==> src/rtl/controller_multi_cycle_main.sv <==
// Main sequencing FSM for the multi-cycle RV32I datapath: fetch, decode, execute,
// memory and writeback over a single shared memory port and a single ALU.
module controller_multi_cycle_main #(
    parameter bit ILLEGAL_HALT = 1'b0
) (
    input  logic       clk,
    input  logic       rst,
    input  logic [6:0] opcode,
    input  logic       zero,
    input  logic       mem_ready,
    output logic       pc_write,
    output logic       adr_src,
    output logic       mem_write,
    output logic       ir_write,
    output logic       reg_write,
    output logic [2:0] imm_src,
    output logic [1:0] alu_src_a,
    output logic [1:0] alu_src_b,
    output logic [1:0] alu_op,
    output logic [1:0] result_src,
    output logic       instr_done,
    output logic       illegal,
    output logic       halted
);

    localparam logic [6:0] OP_LOAD   = 7'd3;
    localparam logic [6:0] OP_STORE  = 7'd35;
    localparam logic [6:0] OP_RTYPE  = 7'd51;
    localparam logic [6:0] OP_ITYPE  = 7'd19;
    localparam logic [6:0] OP_JAL    = 7'd111;
    localparam logic [6:0] OP_BRANCH = 7'd99;
    localparam logic [6:0] OP_LUI    = 7'd55;
    localparam logic [6:0] OP_JALR   = 7'd103;

    typedef enum logic [3:0] {
        S_FETCH,
        S_DECODE,
        S_MEM_ADR,
        S_MEM_READ,
        S_MEM_WB,
        S_MEM_WRITE,
        S_EXEC_R,
        S_EXEC_I,
        S_ALU_WB,
        S_BEQ,
        S_LUI,
        S_JALR_ADR,
        S_JUMP,
        S_HALT
    } state_t;

    // Mux selects that depend only on the state; registered alongside it.
    typedef struct packed {
        logic       adr_src;
        logic [1:0] src_a;
        logic [1:0] src_b;
        logic [1:0] alu_op;
        logic [1:0] result_src;
        logic       halted;
    } sel_t;

    state_t state;
    state_t next_state;
    sel_t   sel_q;
    logic   opcode_known;
    logic   pc_update;
    logic   branch;

    function automatic sel_t sel_for(input state_t s);
        sel_t r;
        r = '0;
        case (s)
            S_FETCH: begin
                r.src_b      = 2'b10;
                r.result_src = 2'b10;
            end
            S_DECODE: begin
                r.src_a = 2'b01;
                r.src_b = 2'b01;
            end
            S_MEM_ADR, S_JALR_ADR: begin
                r.src_a = 2'b10;
                r.src_b = 2'b01;
            end
            S_MEM_READ, S_MEM_WRITE: r.adr_src = 1'b1;
            S_MEM_WB:                r.result_src = 2'b01;
            S_EXEC_R: begin
                r.src_a  = 2'b10;
                r.alu_op = 2'b10;
            end
            S_EXEC_I: begin
                r.src_a  = 2'b10;
                r.src_b  = 2'b01;
                r.alu_op = 2'b11;
            end
            S_BEQ: begin
                r.src_a  = 2'b10;
                r.alu_op = 2'b01;
            end
            S_LUI: r.result_src = 2'b11;
            S_JUMP: begin
                r.src_a = 2'b01;
                r.src_b = 2'b10;
            end
            S_HALT:  r.halted = 1'b1;
            default: r = '0;
        endcase
        return r;
    endfunction

    always_comb begin
        case (opcode)
            OP_LOAD, OP_STORE, OP_RTYPE, OP_ITYPE,
            OP_JAL, OP_BRANCH, OP_LUI, OP_JALR: opcode_known = 1'b1;
            default:                            opcode_known = 1'b0;
        endcase
    end

    always_comb begin
        next_state = state;
        case (state)
            S_FETCH: if (mem_ready) next_state = S_DECODE;
            S_DECODE: begin
                case (opcode)
                    OP_LOAD, OP_STORE: next_state = S_MEM_ADR;
                    OP_RTYPE:          next_state = S_EXEC_R;
                    OP_ITYPE:          next_state = S_EXEC_I;
                    OP_JAL:            next_state = S_JUMP;
                    OP_BRANCH:         next_state = S_BEQ;
                    OP_LUI:            next_state = S_LUI;
                    OP_JALR:           next_state = S_JALR_ADR;
                    default:           next_state = ILLEGAL_HALT ? S_HALT : S_FETCH;
                endcase
            end
            S_MEM_ADR:   next_state = (opcode == OP_STORE) ? S_MEM_WRITE : S_MEM_READ;
            S_MEM_READ:  if (mem_ready) next_state = S_MEM_WB;
            S_MEM_WRITE: if (mem_ready) next_state = S_FETCH;
            S_EXEC_R, S_EXEC_I: next_state = S_ALU_WB;
            S_JALR_ADR:  next_state = S_JUMP;
            S_JUMP:      next_state = S_ALU_WB;
            S_MEM_WB, S_ALU_WB, S_BEQ, S_LUI: next_state = S_FETCH;
            S_HALT:      next_state = S_HALT;
            default:     next_state = S_FETCH;
        endcase
    end

    always_ff @(posedge clk or posedge rst) begin
        if (rst) begin
            state <= S_FETCH;
            sel_q <= sel_for(S_FETCH);
        end else begin
            state <= next_state;
            sel_q <= sel_for(next_state);
        end
    end

    assign adr_src    = sel_q.adr_src;
    assign alu_src_a  = sel_q.src_a;
    assign alu_src_b  = sel_q.src_b;
    assign alu_op     = sel_q.alu_op;
    assign result_src = sel_q.result_src;
    assign halted     = sel_q.halted;

    // Enables react to mem_ready/zero in the same cycle and are held off during reset.
    always_comb begin
        ir_write   = 1'b0;
        pc_update  = 1'b0;
        branch     = 1'b0;
        reg_write  = 1'b0;
        mem_write  = 1'b0;
        instr_done = 1'b0;
        illegal    = 1'b0;
        if (!rst) begin
            case (state)
                S_FETCH: begin
                    ir_write  = mem_ready;
                    pc_update = mem_ready;
                end
                S_DECODE: illegal = ~opcode_known;
                S_MEM_WB, S_ALU_WB, S_LUI: begin
                    reg_write  = 1'b1;
                    instr_done = 1'b1;
                end
                S_MEM_WRITE: begin
                    mem_write  = 1'b1;
                    instr_done = mem_ready;
                end
                S_BEQ: begin
                    branch     = 1'b1;
                    instr_done = 1'b1;
                end
                S_JUMP:  pc_update = 1'b1;
                default: ;
            endcase
        end
    end

    assign pc_write = pc_update | (branch & zero);

    always_comb begin
        case (opcode)
            OP_STORE:  imm_src = 3'b001;
            OP_BRANCH: imm_src = 3'b010;
            OP_JAL:    imm_src = 3'b011;
            OP_LUI:    imm_src = 3'b100;
            default:   imm_src = 3'b000;
        endcase
    end

endmodule

==> config.mk <==
export PLATFORM = sky130hd
export DESIGN_NAME = controller_multi_cycle_main
export DESIGN_NICKNAME = d
export VERILOG_FILES = /design/src/rtl/controller_multi_cycle_main.sv
export SDC_FILE = /design/constraint.sdc
export NUM_CORES = 1
export LEC_CHECK = 0
export BUFFER_PORTS_ARGS = -buffer_cell sky130_fd_sc_hd__buf_4
export CAP_MARGIN = 25
export CORE_MARGIN = 5
export CORE_UTILIZATION = 38
export DETAILED_ROUTE_END_ITERATION = 12
export GPL_TIMING_DRIVEN = 1
export SETUP_SLACK_MARGIN = 0.1
export SYNTH_ARGS = -nofsm -noshare
export SYNTH_HDL_FRONTEND = slang
export SYNTH_SLANG_ARGS = --single-unit
==> constraint.sdc <==
create_clock -name clk -period 2.8 [get_ports clk]
set_clock_uncertainty 0.15 [all_clocks]
set_input_delay 0.42 -clock clk [delete_from_list [all_inputs] [get_ports clk]]
set_output_delay 0.42 -clock clk [all_outputs]
set_load 0.005 [all_outputs]
==> results.ini <==
[final_layout]
drive_above_1_share_pct = 36.69
stdcell_count = 170
num-nets-final = 152
num_antenna_cells = 0
finalInstanceArea_sq_um = 1296
area_growth_pct = 18.54

[routing]
first_pass_iters = 4
drt_iter0_drc = 32
wl_per_cell_um = 14.70
viasPerCell = 5.735
drt-total-wl_mm = 2.499
ant_nets = 0
vias = 975
drcViolationCount = 0

[logic_synthesis]
yosysMostFrequentCell = dfrtp_1
async_flop_share_pct = 100.0
synth_area_leaders = dfrtp_1 (27%), buf_6 (5.1%), dfstp_2 (4.8%)
yosys_warnings = 0
yosys.area_share.simple_pct = 32.04
ys.flop_type = dfrtp_1
synthXorXnorAreaFrac_pct = 0.8009
synth_edf_count = 0
synth_top_area_share_pct = 27.46
synth_area_leader_cell = dfrtp_1
synth_area_sq_um = 1094
synth_top_family_by_area = simple AND/OR/NAND/NOR gates
seq_area_frac_synth_pct = 32.27
yosysUniqueCellTypes = 56
syn_area_per_cell_sq_um = 9.509
synth_nets = 126
ys_ff_latch = 14
synth_compound_area_share_pct = 25.29
synth-adder-area-share_pct = 0
syn_inst = 115
yosys-mux-area-fraction_pct = 0.9153
synth_common_cells = dfrtp_1 (12), nor2_1 (9), nor3_1 (7)

[clock_tree]
cts_resized = 0
clk_pin_slew_ns = 0.08
postCtsHoldBufs = 0
cts.path.max_buffers = 2
clock-sinks = 14
h-tree-depth = 1
clockRootBuffer = clkbuf_4
cts_tree = done
clock_latency_ns = 0.27
cts_made_buffers = 3
post_cts_buffers = 0

[place]
io_buffer_count = 29
place_ws_ns = 0.5091
dp_hpwl_mm = 1.890
dpl-instance-area_sq_um = 1274
gp_routability_congestion = 0.7489
dp.cells = 167

[grt]
grt_pass1_vias = 987
gr-total-overflow = 0
grt_pass1_wl_mm = 4.429
track_usage_pct = 13.02
grt_max_degree = 16
grt_antenna_before_repair = 0

[timing]
min_period_over_period_pct = 90.06
fin_tns_setup_ns = 0
hold_viol_final = 0
tightestPinTransition_ns = 0.5989
rsz0062_at_grt = false
layout_setup_ws_ns = 0.2782
setup_viol = 0
max_freq_mhz = 396.5
max_slew_margin_pct = 60.07
slew_viol_final = 0
fin_crit_ns = 2.522

[power_and_ir_drop]
p_int_uw = 573.0
p_per_area_nw_per_um2 = 730.6
p_switching_uw = 374.0
peakVddDrop_uv = 500.7
seqPwrFrac_pct = 37.0
p_comb_share_pct = 51.9
clockPowerShare_pct = 11.2
p_leak_nw = 0.6039
p_total_uw = 947.1
swShare_pct = 39.49

[floorplanning]
core_region_area_sq_um = 2758
start_util_pct = 39.66
num_rows = 19
fp.dieW_um = 63.65
die_area_sq_um = 4051
die-height_um = 63.65
io_pins = 30

[critical_path]
cp-end-kind = output port
critPathMaxFanout = 15
crit_type = flip-flop to output port
r2r_slack_ns = 0.49
crit_chain = or4b_4, nor4_1, buf_4
cp.required_ns = 2.23
cp_slowest_cell = or4b_4
start_kind = flip-flop
cpLargestDelayFamily = simple AND/OR/NAND/NOR gates
critPathMaxStageDelay_ns = 0.65
crit_arrival_ns = 1.95
crit_buf_inv = 1

[hold_path]
min_path_type = input port to asynchronous set/reset pin

[run]
cap_violations = 0

[run_status]
outcome = finished, final reports clean

==> cell usage in the layout (no fill, tap or decap), types with 3 or more instances in the layout <==
master    Yosys  layout
nor3_1        7       7
nor2_1        9       9
nand3_1       3       3
a21oi_1       5       5
nand2b_1      5       5
nand2_1       6       6
inv_1         4       4
clkbuf_4      0       3
nor2b_1       3       3
dfrtp_1      12      12
buf_4         2      29
==> final cells by class <==
cell class | instances | area [sq um]
Timing Repair Buffer | 29 | 217.7
Multi-Input combinational cell | 88 | 645.6
Tap cell | 31 | 38.79
Clock buffer | 3 | 22.52
Sequential cell | 14 | 352.8
Fill cell | 281 | 1461
Inverter | 5 | 18.77
==> worst reg2reg max path, stage by stage (launching register included) <==
cell and delay [ns]:
dfrtp_1 0.56, or4b_4 0.65, nor2_2 0.15, a221o_1 0.37
nand3_1 0.14, mux2i_1 0.15
==> cells by family after synthesis <==
family | count (synthesis)
and+or+nand+nor | 55
DFF | 14
muxes | 1
buffers and inverters | 13
xor gates and xnor gates | 1
AOI/OAI and AO/OA | 31
==> flip-flops by register name, summed over array words and instances (netlist names) <==
| register | cells |
|---|---|
| result_src | 2 |
| halted | 1 |
| alu_src_a | 2 |
| adr_src | 1 |
| alu_op | 2 |
| state | 4 |
| alu_src_b | 2 |
==> metal layers <==
metal	track usage [%]	vias to the layer above	share of wire, %
li1	-	483	-
met1	17.63	458	47
met2	20.18	30	47
met3	1.954	4	4.8
met4	5.974	0	1.2
met5	0	-	0
==> power by group through the flow <==
stage	logic, mW	registers (mW)	clock network [mW]
6_report	0.491	0.350	0.106
5_1_grt	0.549	0.362	0.123
4_1_cts	0.497	0.349	0.112
3_5_place_dp	0.496	0.353	0
3_3_place_gp	0.493	0.353	0
2_1_floorplan	0.404	0.308	0
==> path summary, 6_finish.rpt <==
| path | start | endpoint | depth (start not counted) |
|---|---|---|---|
| max in group asynchronous | rst | result_src[1] | 2 |
| worst max-delay path | state[1] | illegal | 3 |
| worst min-delay path | rst | state[2] | 2 |
| worst max register to register | state[1] | alu_src_a[1] | 5 |
| min in group clk | mem_ready | result_src[0] | 3 |
| worst min register to register | state[2] | halted | 2 |
==> through the flow <==
stage	hold slack (ns)	util, %
5_1_grt	0.1076	47.01
3_3_place_gp	0.3725	46.19
6_report	0.07905	47.01
3_5_place_dp	0.3862	46.19
2_1_floorplan	0.1578	-
4_1_cts	0.09241	47.01
Note: power is estimated with default switching activity, not from simulation.
